## src/rtl/mux_rr_arbiter.sv

```systemverilog
// rtl/mux_rr_arbiter.sv - round-robin arbiter feeding a registered valid/ready select stage
//
// Four requesters (a, b, c, d) share one 4-way select datapath. One winner is picked
// per load cycle, scanning from a rotating pointer. The winner's word and its index
// are captured into a single output register.
//
// Ports:
//   clk         rising-edge clock
//   rst         synchronous reset, active-high
//   req[3:0]    request per source (bit0=a .. bit3=d)
//   a,b,c,d     source data words, DW bits each
//   lock[3:0]   burst-lock per source (only honoured with MUX_ARB_LOCK_EN)
//   gnt[3:0]    one-hot grant, combinational, high only in the load cycle
//   y[1:0]      registered select code of the word in dout
//   dout        registered selected data
//   dout_valid  dout holds an unconsumed word
//   dout_ready  consumer accepts dout this cycle
//
// Build option: define MUX_ARB_LOCK_EN to let a locked last-granted source keep
// the grant without advancing the rotation pointer.

module mux_rr_arbiter #(
    parameter int DW = 4
) (
    input  logic          clk,
    input  logic          rst,
    input  logic [3:0]    req,
    input  logic [DW-1:0] a,
    input  logic [DW-1:0] b,
    input  logic [DW-1:0] c,
    input  logic [DW-1:0] d,
    input  logic [3:0]    lock,
    output logic [3:0]    gnt,
    output logic [1:0]    y,
    output logic [DW-1:0] dout,
    output logic          dout_valid,
    input  logic          dout_ready
);

    localparam logic [0:0] EMPTY = 1'b0;
    localparam logic [0:0] FULL  = 1'b1;

    logic [0:0]    state;
    logic [1:0]    ptr;
    logic [1:0]    last;
    logic          load;
    logic          lock_hit;
    logic [1:0]    rr_win;
    logic [1:0]    win;
    logic [DW-1:0] sel_data;

    assign dout_valid = (state == FULL);

    // The output stage is free when empty or when its word leaves this same edge.
    assign load = (|req) & (~dout_valid | dout_ready) & ~rst;

    // Scan from ptr+3 down to ptr so the lowest rotation offset is written last and wins.
    always_comb begin
        logic [1:0] idx;
        rr_win = ptr;
        idx    = ptr;
        for (int i = 3; i >= 0; i--) begin
            idx = ptr + 2'(i);
            if (req[idx]) begin
                rr_win = idx;
            end
        end
    end

`ifdef MUX_ARB_LOCK_EN
    assign lock_hit = req[last] & lock[last];
`else
    // Lock is ignored in this build; the term is constant-zero.
    assign lock_hit = lock[last] & 1'b0;
`endif

    assign win = lock_hit ? last : rr_win;

    always_comb begin
        sel_data = a;
        case (win)
            2'd0:    sel_data = a;
            2'd1:    sel_data = b;
            2'd2:    sel_data = c;
            default: sel_data = d;
        endcase
    end

    assign gnt = load ? (4'b0001 << win) : 4'b0000;

    always_ff @(posedge clk) begin
        if (rst) begin
            state <= EMPTY;
            dout  <= '0;
            y     <= 2'b00;
            ptr   <= 2'b00;
            last  <= 2'b00;
        end else if (load) begin
            // Covers both EMPTY->FULL and the zero-bubble consume-and-reload in FULL.
            state <= FULL;
            dout  <= sel_data;
            y     <= win;
            last  <= win;
            if (!lock_hit) begin
                ptr <= win + 2'd1;
            end
        end else if (state == FULL && dout_ready) begin
            state <= EMPTY;
        end
    end

endmodule

```

## config.mk

```make
export PLATFORM = sky130hd
export DESIGN_NAME = mux_rr_arbiter
export DESIGN_NICKNAME = d
export VERILOG_FILES = /design/src/rtl/mux_rr_arbiter.sv
export SDC_FILE = /design/constraint.sdc
export NUM_CORES = 1
export LEC_CHECK = 0
export ABC_AREA = 1
export CELL_PAD_IN_SITES_DETAIL_PLACEMENT = 1
export CELL_PAD_IN_SITES_GLOBAL_PLACEMENT = 1
export CORE_MARGIN = 4
export CORE_UTILIZATION = 27
export CTS_CLUSTER_SIZE = 24
export DETAILED_ROUTE_END_ITERATION = 10
export PLACE_DENSITY = 0.92
export SLEW_MARGIN = 20
export SYNTH_ARGS = -nofsm -noshare
export SYNTH_HDL_FRONTEND = slang
export SYNTH_SLANG_ARGS = --single-unit
```

## constraint.sdc

```tcl
create_clock -name clk -period 3.5 [get_ports clk]
set_input_delay 0.7 -clock clk [delete_from_list [all_inputs] [get_ports clk]]
set_output_delay 0.7 -clock clk [all_outputs]
set_load 0.02 [all_outputs]
```

==> results.toml, run 1 <==
[pwr]
p_sw_share_pct = 43.41
p_seq_share_pct = 22.2
comb_power_share_pct = 65.1
ir_drop_uv = 280.0
clockPowerShare_pct = 12.6
power.total_uw = 622.1
switchingPower_uw = 270.1
leakagePower_nw = 0.5698
cellPowerDensity_nw_per_um2 = 535.8
intPower_uw = 352.0

[setup_path]
critPathRequiredTime_ps = 2800
arrival_ps = 2580
crit_fanout = 3
crit_path_end_kind = "output port"
start_kind = "input port"
worstSetupPathType = "input port to output port"

[detailed_routing]
dr.pass1.iters = 4
wl_um = 2561
drc_errors = 0
first_iter_violations = 19
vias = 907
ant_nets = 0
viasPerCell = 4.651
avgRoutedWirePerCell_um = 13.13

[yosys]
ys_warn_count = 0
avgSynthCellArea_um2 = 6.051
synth_edf_count = 0
synth_cell_types = 21
synth_flop_cell = "dfxtp_1"
ys_async_sr_fraction_pct = 0
syn-num-nets = 154
synth.cell_area_um2 = 738.2
synth-seq-cells = 9
syn_inst = 122
seq_area_frac_synth_pct = 24.41

[cts]
htreeDepth = 1
cts_tree = "built"
ctsRootBufferMaster = "clkbuf_4"
clkLatencyLatePin_ps = 260
cts_hold_buf = 0
cts_sinks = 9
cts_buffers = 3
clk_pin_slew_ps = 60
post-cts-setup-buffers = 0
cts_buffer_depth = 2

[die]
die_h_um = 60.29
pin_count = 38
core.rowCount = 18
initial_core_util_pct = 29.01
dieArea_um2 = 3635
core_um2 = 2545
die_w_um = 60.29

[sta]
rsz0062_at_grt = "false"
worst_slack_ps = 217.9
maxSlewViolCount = 0
relSlewSlack_pct = 73.42
fin_crit_sh_pct = 93.77
finalSetupViolations = 0
worst_slew_pin_slew_ps = 398.1
max_freq_ghz = 0.3047
fin_crit_ps = 3282
skew_ps = 3.068
finalHoldViolations = 0

[cells_and_area]
area_growth_pct = 57.29
n_fill_cell = 349
nNetsFinal = 198
drive_gt1_share_pct = 15.76
final_cell_mix = "50 x nand2_1, 29 x clkdlybuf4s50_1, 17 x inv_1"
fin_area_um2 = 1161
mostFrequentLayoutCell = "nand2_1"
insertedDiodeCount = 0

[grt]
grt_pass1_vias = 977
grt_first_pass_wirelength_um = 4250
antenna_found_initial = 0
overflow = 0
grt_use_total_pct = 15.35
grt_max_degree = 15

[placed_design]
gp_congestion = 0.7928
dp_slack_ps = -136.3
numPortBuffers = 33
dp_hpwl_um = 2249
place_area_um2 = 1151

[worst_hold_path]
hp-class = "register to register"

[run]
drv_cap = 0

[run_status]
status = "finished clean"
## critical path, stage by stage
cell,delay [ps]
clkdlybuf4s50_1,460
inv_1,60
o21ai_1,170
nand2_1,100
nand2_1,70
nand2_1,50
a21oi_1,150
o21ai_2,100
buf_4,150
ha_1,180
inv_1,50
nor2_1,30
dlygate4sd2_1,320
## layer usage
layer	vias to the layer above	global-route usage [%]	wire [um]
li1	467	-	-
met4	0	4.747	14
met3	2	0.6479	40
met2	11	28.40	1408
met5	-	0	0
met1	427	18.75	1097
## final timing paths
check              start  endpoint  slack (ps)  cells past startpoint
setup reg to reg  ptr[0]   dout[3]        1100                     15
setup / recovery  req[1]    gnt[3]         220                     13
hold reg to reg     y[1]      y[1]         480                      2
hold / removal      y[1]      y[1]         480                      2
## per-stage QoR
stage / setup TNS, ps / std cells / utilization [%] / hold WS, ps
global route: 0 / 195 / 45.62 / 519.4
finish: 0 / 195 / 45.62 / 479.5
CTS: 0 / 195 / 46.07 / 480.0
floorplan: 0 / 122 / - / 546.6
global placement: -68.18 / 191 / 45.23 / 464.1
detailed placement: -353.6 / 191 / 45.23 / 471.6
## final cells by class
cell class	count	area [um2]	area share, %
Sequential cell	9	180.2	15.52
Inverter	19	73.82	6.358
Multi-Input combinational cell	91	461.7	39.76
Timing Repair Buffer	42	381.6	32.87
Tap cell	30	37.54	3.233
Clock buffer	4	26.28	2.263
## cells by family after synthesis
logic type,Yosys count,share of synthesized area [%]
and+or+nand+nor,69,37.46
DFF,9,24.41
buffers and inverters,22,13.05
adders and majority gates,5,8.475
AOI/OAI and AO/OA,17,16.61
## flip-flops by register name, summed over array words and instances, names as in the netlist
signal      count
dout            4
ptr             2
y               2
dout_valid      1
## power groups by stage
| stage | clock, mW | combinational (mW) | sequential [mW] |
|---|---|---|---|
| final | 0.0786 | 0.405 | 0.138 |
| after global routing | 0.0875 | 0.455 | 0.141 |
| after CTS | 0.0819 | 0.412 | 0.139 |
| after detailed placement | 0 | 0.415 | 0.141 |
| after global placement | 0 | 0.389 | 0.139 |
| after floorplan | 0 | 0.227 | 0.147 |
## Yosys cell counts (2+ instances only)
library cell	n	area [um2]
a311oi_1	4	35.03
ha_1	5	62.56
dfxtp_1	9	180.2
inv_1	17	63.81
nand3_1	6	30.03
nand2_1	50	187.7
a31o_2	4	35.03
o21ai_0	2	10.01
nor2_1	9	33.78
a21oi_1	4	20.02
nand2_2	2	12.51
## repair_timing
| item | CTS | global route |
|---|---|---|
| gates cloned | 0 | 0 |
| pin swaps | 0 | 0 |
| resized for setup | 4 | 6 |
| setup endpoints to repair | 4 | 3 |
No activity file was read; power rests on OpenSTA's default activity.
==> run 2, diff against run 1 <==
--- a/config.mk
+++ b/config.mk
@@ -10,7 +10,6 @@
 export CELL_PAD_IN_SITES_GLOBAL_PLACEMENT = 1
 export CORE_MARGIN = 4
 export CORE_UTILIZATION = 27
-export CTS_CLUSTER_SIZE = 24
 export DETAILED_ROUTE_END_ITERATION = 10
 export PLACE_DENSITY = 0.92
 export SLEW_MARGIN = 20
==> results of run 2 <==
Final layout, timing and power as in run 1 (identical DEF).
